--- src/rtl/hazard_pkg.sv ---
// hazard_pkg: shared types and helpers for the hazard/forwarding unit
package hazard_pkg;
   typedef logic [4:0] regbits_t;
   typedef enum logic [1:0] {RUN, HAZ, MEMW} hz_state_t;
   localparam regbits_t HZ_REG0 = 5'd0;
   function automatic int fsel_w(input int nstage);
      return $clog2(nstage + 1);
   endfunction
endpackage

--- src/rtl/hazard_match.sv ---
// hazard_match: compares one decode operand against every writer stage and reports the youngest match
module hazard_match
   import hazard_pkg::*;
#(
   parameter int NSTAGE = 3,
   parameter int FSEL_W = 2
)(
   input  logic                  use_r,
   input  regbits_t              r,
   input  logic [NSTAGE-1:0]     stg_wen,
   input  logic [NSTAGE*5-1:0]   stg_dest,
   input  logic                  load0,
   output logic                  hit,
   output logic                  hit_load0,
   output logic [FSEL_W-1:0]     idx
);
   logic [NSTAGE-1:0] m;
   for (genvar g = 0; g < NSTAGE; g++) begin : g_cmp
      assign m[g] = use_r && (r != HZ_REG0) && stg_wen[g] && (stg_dest[g*5 +: 5] == r);
   end
   // scan oldest to youngest so the youngest matching stage overrides
   always_comb begin
      hit = |m;
      hit_load0 = m[0] && load0;
      idx = '0;
      for (int i = NSTAGE - 1; i >= 0; i--)
         if (m[i]) idx = FSEL_W'(i + 1);
   end
endmodule

--- src/rtl/hazard_fwd_unit.sv ---
// hazard_fwd_unit: stall/flush/forwarding control with stall statistics; HAZARD_FWD_EN enables forwarding
module hazard_fwd_unit
   import hazard_pkg::*;
#(
   parameter int NSTAGE = 3,
   parameter int MAX_STALL = 64,
   parameter int CNT_W = 32,
   localparam int FSEL_W = fsel_w(NSTAGE)
)(
   input  logic                  CLK,
   input  logic                  nRST,
   input  logic                  ihit,
   input  logic                  dmem_req,
   input  logic                  dhit,
   input  logic                  branch_taken,
   input  regbits_t              dec_rs,
   input  regbits_t              dec_rt,
   input  logic                  dec_use_rs,
   input  logic                  dec_use_rt,
   input  logic [NSTAGE-1:0]     stg_wen,
   input  logic [NSTAGE*5-1:0]   stg_dest,
   input  logic [NSTAGE-1:0]     stg_load,
   output logic                  pc_stall,
   output logic                  fd_stall,
   output logic                  fd_flush,
   output logic                  dx_flush,
   output logic                  pipe_freeze,
   output logic [FSEL_W-1:0]     fwd_sel_a,
   output logic [FSEL_W-1:0]     fwd_sel_b,
   output logic [CNT_W-1:0]      stall_cnt,
   output logic                  hz_err
);
`ifdef HAZARD_FWD_EN
   localparam bit FWD_EN = 1'b1;
`else
   localparam bit FWD_EN = 1'b0;
`endif
   localparam int RUN_W = $clog2(MAX_STALL + 1);

   logic hit_a, hit_b, l0_a, l0_b, memwait, hazard, stall_haz;
   logic [FSEL_W-1:0] sel_a, sel_b;
   logic [RUN_W-1:0] run_len, run_nxt;
   hz_state_t state, nxt;

   hazard_match #(.NSTAGE(NSTAGE), .FSEL_W(FSEL_W)) u_rs (
      .use_r(dec_use_rs), .r(dec_rs), .stg_wen(stg_wen), .stg_dest(stg_dest),
      .load0(stg_load[0]), .hit(hit_a), .hit_load0(l0_a), .idx(sel_a)
   );
   hazard_match #(.NSTAGE(NSTAGE), .FSEL_W(FSEL_W)) u_rt (
      .use_r(dec_use_rt), .r(dec_rt), .stg_wen(stg_wen), .stg_dest(stg_dest),
      .load0(stg_load[0]), .hit(hit_b), .hit_load0(l0_b), .idx(sel_b)
   );

   // priority-resolved Mealy controls; everything forced low while in reset
   always_comb begin
      memwait = dmem_req && !dhit;
      hazard = FWD_EN ? (l0_a || l0_b) : (hit_a || hit_b);
      stall_haz = hazard && !branch_taken;
      pipe_freeze = nRST && memwait;
      pc_stall = nRST && (memwait || (!branch_taken && (hazard || !ihit)));
      fd_stall = nRST && (memwait || stall_haz);
      fd_flush = nRST && !memwait && (branch_taken || (!hazard && !ihit));
      dx_flush = nRST && !memwait && (branch_taken || hazard);
      fwd_sel_a = (nRST && FWD_EN) ? sel_a : '0;
      fwd_sel_b = (nRST && FWD_EN) ? sel_b : '0;
      nxt = memwait ? MEMW : stall_haz ? HAZ : RUN;
      run_nxt = (nxt == RUN) ? '0 :
                (state == RUN) ? RUN_W'(1) :
                (run_len == RUN_W'(MAX_STALL)) ? run_len : run_len + 1'b1;
   end

   // state, consecutive-stall length, saturating stall total and sticky watchdog
   always_ff @(posedge CLK or negedge nRST) begin
      if (!nRST) begin
         state <= RUN;
         run_len <= '0;
         stall_cnt <= '0;
         hz_err <= 1'b0;
      end else begin
         state <= nxt;
         run_len <= run_nxt;
         stall_cnt <= stall_cnt + CNT_W'(pc_stall && !(&stall_cnt));
         hz_err <= hz_err || (run_nxt == RUN_W'(MAX_STALL));
      end
   end
endmodule

--- config.mk ---
export PLATFORM = sky130hd
export DESIGN_NAME = hazard_fwd_unit
export DESIGN_NICKNAME = d
export VERILOG_FILES = /design/src/rtl/hazard_pkg.sv /design/src/rtl/hazard_match.sv /design/src/rtl/hazard_fwd_unit.sv
export SDC_FILE = /design/constraint.sdc
export NUM_CORES = 1
export LEC_CHECK = 0
export ABC_CLOCK_PERIOD_IN_PS = 2800
export CAP_MARGIN = 20
export CORE_UTILIZATION = 40
export DETAILED_ROUTE_END_ITERATION = 10
export PLACE_DENSITY = 0.83
export SETUP_SLACK_MARGIN = 0.1
export SLEW_MARGIN = 20
export SYNTH_ARGS = -nofsm -noshare
export SYNTH_HDL_FRONTEND = slang
export SYNTH_SLANG_ARGS = --single-unit
--- constraint.sdc ---
create_clock -name CLK -period 2.8 [get_ports CLK]
set_input_delay 0.28 -clock CLK [delete_from_list [all_inputs] [get_ports CLK]]
set_output_delay 0.28 -clock CLK [all_outputs]
set_load 0.005 [all_outputs]
Word level (Yosys, flattened, before mapping). Cells that the tools add are included.

Register bits after elaboration: 42. Input bits: 39.

$add $sub $neg: 2. Eq/ne operators: 8. Mux-type cells: 5. Reduce and logical (&&, ||, !) cells: 45.

Operator list (number): adder 32 x 1 -> 32 bit (1); AND reduction 32 bit (1); equality test 5 bit (6); logical AND 1 bit (25); two-way mux 7 bit (3); equality test 7 bit, second input constant (2); nonzero test 5 bit (2); adder 7 x 1 -> 7 bit, second input constant (1); logical OR 1 bit (7); zero test 1 bit (6); OR reduction 3 bit (2); zero test 2 bit (2); two-way mux 2 bit (1); two-way mux 1 bit (1).

Longest topological paths before layout.
Depth after elaboration: 13. Gate-level depth with buffers: 15. Depth with buffers taken out: 13.

Hierarchy. Synthesis repeated with hierarchy kept, for this count alone.

Cell total of the unflattened synthesis: 259. Area, all modules: 2542.4 µm².

Modules (own cells, without submodules): hazard_fwd_unit (times used 1, cells each 201, area each 2087.0 µm²); hazard_match (times used 2, cells each 29, area each 227.7 µm²).

Worst setup path before layout. Ideal clock, no wire load.

Path type: input port to flip-flop. Start point: input port dec_rs[1]. End point: register stall_cnt[16]. Arrival: 2467 ps. Slack: 201 ps. Stages on the path: 13. Path buffers: 1. Cells stage by stage: or4_1 o21ai_1 inv_2 o311a_1 nor3_2 buf_6 a21oi_2 ha_1 ha_1 and3_1 nand3_1 nor3_1 xor2_1.

Word-level cells in the longest chain between the ends: 12.

RTL lines: from (decl) (RTL line hazard_fwd_unit.sv:16) `input regbits_t dec_rs,`; nonzero test 5 bit (RTL line hazard_match.sv:19) `assign m[g] = use_r && (r != HZ_REG0) && stg_wen[g] && (stg_dest[g*5 +: 5] == r);`; logical AND 1 bit (3 in series) (RTL line hazard_match.sv:19); OR reduction 3 bit (*) (RTL line hazard_match.sv:23) `hit = |m;`; logical OR 1 bit (*) (RTL line hazard_fwd_unit.sv:57) `hazard = FWD_EN ? (l0_a || l0_b) : (hit_a || hit_b);`; logical OR 1 bit (*) (RTL line hazard_fwd_unit.sv:60) `pc_stall = nRST && (memwait || (!branch_taken && (hazard || !ihit)));`; logical AND 1 bit (*) (RTL line hazard_fwd_unit.sv:60); logical OR 1 bit (*) (RTL line hazard_fwd_unit.sv:60); logical AND 1 bit (*) (RTL line hazard_fwd_unit.sv:60); logical AND 1 bit (*) (RTL line hazard_fwd_unit.sv:82) `stall_cnt <= stall_cnt + CNT_W'(pc_stall && !(&stall_cnt));`; adder 32 x 1 -> 32 bit (*) (RTL line hazard_fwd_unit.sv:82); to (signal assigned) (RTL line hazard_fwd_unit.sv:82); to (decl) (RTL line hazard_fwd_unit.sv:30) `output logic [CNT_W-1:0] stall_cnt,`.

Mark *: on every way between the ends. The rest lies on a longest branch, timed or not.

Final worst setup path.
Start point: input port dec_rs[3]. End point: output port dx_flush.

Word-level cells in the longest chain between the ends: 8.

RTL lines: nonzero test 5 bit (RTL line hazard_match.sv:19); logical AND 1 bit (3 in series) (RTL line hazard_match.sv:19); OR reduction 3 bit (*) (RTL line hazard_match.sv:23); logical OR 1 bit (*) (RTL line hazard_fwd_unit.sv:57); logical OR 1 bit (*) (RTL line hazard_fwd_unit.sv:63) `dx_flush = nRST && !memwait && (branch_taken || hazard);`; logical AND 1 bit (*) (RTL line hazard_fwd_unit.sv:63); to (decl) (RTL line hazard_fwd_unit.sv:26) `output logic dx_flush,`.

Marked as above.

==> flow_metrics.tcl <==
set metrics [dict create \
    drc_errors 0 \
    cts_tree "built" \
    finalNonFillerCells 426 \
    top_level_ports 81 \
    fmax_mhz 385.3 \
    dp_hpwl_microns 4525 \
    avgSynthCellArea_sq_um 10.09 \
    synth_cell_types 37 \
    cts_buffers 5 \
    vias_per_cell 5.228 \
    area_growth_syn_to_layout_pct 50.28 \
    initial_utilization_pct 42.66 \
    syn_area_sq_um 2421 \
    finClkSkew_ns 0.005271 \
    n_antenna_cell 0 \
    rsz0062_at_grt "yes" \
    dieHeight_microns 79.80 \
    status "completed" \
    dpl_cell_area_sq_um 3382 \
    critPathRequiredTime_ns 2.52 \
    grt_max_degree 39 \
    num_rows 27 \
    max_slew_margin_pct 67.01 \
    grt_usage_pct 20.54 \
    synth.ff_latch_count 42 \
    synthCells 240 \
    synth_largest_area_cell "dfrtp_1" \
    fp.dieW_microns 79.80 \
    critical_path_peak_fanout 4 \
    worstSetupStartpointType "input port" \
    tns_ns 0 \
    endpoint_kind "primary output" \
    yosysWarnings 0 \
    synth_area_leaders "dfrtp_1 (43%), xnor2_1 (13%), xor2_1 (12%)" \
    dp_slack_ns -0.4183 \
    drtPass1Iterations 4 \
    drive_gt1_share_pct 21.47 \
    cts.clk_slew.worst_paths_ns 0.07 \
    wl_per_cell_microns 14.78 \
    grt_first_pass_wirelength_microns 10040 \
    gp_congestion 0.8369 \
    synth_top_area_share_pct 43.41 \
    cts_root_buffer "clkbuf_8" \
    overflow 0 \
    finalPower_mw 1.415 \
    htreeDepth 2 \
    fin_area_sq_um 3638 \
    dp.cells 406 \
    insertion_delay_ns 0.30 \
    hold_viol_final 0 \
    setup_slack_ns 0.2044 \
    routed_wl_microns 6298 \
    tightest_slew_ns 0.4896 \
    hold_path_class "input port to async pin" \
    crit_type "input port to primary output" \
    drt_iter0_markers 75 \
    io_buffers 73 \
    powerDensity_nw_per_um2 389.0 \
    postSynth.asyncResetShare_pct 100.0 \
    die_area_sq_um 6368 \
    via_count 2227 \
    fin_crit_ns 2.596 \
    cts_sinks 42 \
    ant_nets 0 \
    ys_seq_area_share_pct 43.41 \
    cellLeakagePower_nw 1.665 \
    antenna_found_initial 0 \
    ir_drop_mv 0.2323 \
    ys.flop_type "dfrtp_1" \
    layout.nets 397 \
    min_period_over_period_pct 92.70 \
    critPathArrivalTime_ns 2.32 \
    finalSetupViolations 0 \
    clk_path_buf_depth 2 \
    grt_pass1_vias 2176 \
    report.final.slew_viol_count 0 \
    core-area_sq_um 5675 \
    cap_violations 0 \
    synth_edf_count 0 \
]
## timing repair
| item | in CTS | in global routing |
|---|---|---|
| resized for setup | 30 | 50 |
| pin swaps | 14 | 24 |
| buffers inserted | 6 | 6 |
| hold endpoints to repair | 7 | 0 |
| cloned | 0 | 0 |
| setup endpoints to repair | 28 | 27 |
| hold buffers | 1 | 0 |
## where the power goes
part	internal [mW]	switching, mW
logic	0.195	0.140
clock network	0.171	0.188
registers	0.649	0.0719
total	1.02	0.399
## cells in the final DEF, fill, tap and decap left out, drive strengths merged, types with 9 or more instances in the layout
cell,n
xnor2,35
xor2,32
dlygate4sd2,9
nand2,16
clkbuf,15
nor2,13
and3,16
dfrtp,42
clkdlybuf4s50,46
buf,37
nor3,9
nand3,18
## metrics by stage
| step | hold slack (ns) | util, % |
|---|---|---|
| floorplan | -0.01559 | - |
| global placement | 0.1318 | 59.59 |
| detailed placement | 0.1364 | 59.59 |
| global route | 0.4097 | 64.11 |
| CTS | 0.3586 | 61.99 |
| finish | 0.3639 | 64.11 |
## sequential cells by signal, indices dropped and copies added, names as in the netlist
| name | flops |
|---|---|
| hz_err | 1 |
| state | 2 |
| stall_cnt | 32 |
| run_len | 7 |
## worst paths after layout
kind	from	slack (ns)	to	depth (start not counted)
max	dec_rs[3]	0.20	dx_flush	10
min	nRST	0.36	stall_cnt[11]	2
max in group asynchronous	nRST	1.87	stall_cnt[12]	3
min reg2reg	hz_err	0.49	hz_err	1
max reg2reg	stall_cnt[10]	0.21	stall_cnt[16]	12
min in group CLK	hz_err	0.49	hz_err	1
## kinds of logic (layout without fill, tap and decap cells)
logic type / Yosys count / in the layout / synth area share, %
flip-flops: 42 / 42 / 43.41
other: 1 / 4 / 0.1549
XOR/XNOR: 67 / 67 / 24.24
adder cells (fa/ha/maj): 4 / 4 / 2.067
AO/OA/AOI/OAI: 15 / 15 / 4.858
AND/OR/NAND/NOR: 100 / 100 / 22.58
buffers and inverters: 11 / 122 / 2.687
## final cells by class
type,instances,area [sq um]
tap,72,90.09
inverter,5,18.77
timing repair buffer,110,980.9
multi-input combinational,190,1421
fill,459,2037
sequential,42,1051
clock buffer,7,76.32
## routing by layer
| layer | global-route usage [%] | part of all wire, % | up-vias | wire, microns |
|---|---|---|---|---|
| li1 | - | - | 1058 | - |
| met1 | 23.58 | 40 | 1065 | 2507 |
| met2 | 36.84 | 53 | 85 | 3318 |
| met3 | 4.457 | 4.4 | 19 | 277 |
| met4 | 8.036 | 3.1 | 0 | 195 |
| met5 | 0 | 0 | - | 0 |
## synthesized netlist by cell type, types with 2 or more instances
cell type	instances
buf_4	4
nor3_2	2
nor4_1	6
o21ai_0	2
dfrtp_1	42
nor2b_1	3
nand4_1	7
and4_1	4
xor2_1	32
nor3_1	7
o311a_1	2
or4_1	2
xnor2_1	35
and2_1	2
nand2_1	16
ha_1	4
nand3_1	18
o31ai_1	3
and3_1	16
inv_1	4
nor2_1	13
## critical path, cell delays in order
cell             delay (ns)
clkdlybuf4s15_1        0.24
xor2_1                 0.21
nor4_2                 0.07
and3_1                 0.18
buf_4                  0.13
buf_4                  0.12
o31ai_2                0.33
nand2_1                0.09
o21a_1                 0.18
clkdlybuf4s50_1        0.46
Note: power is estimated with default switching activity, not from simulation.
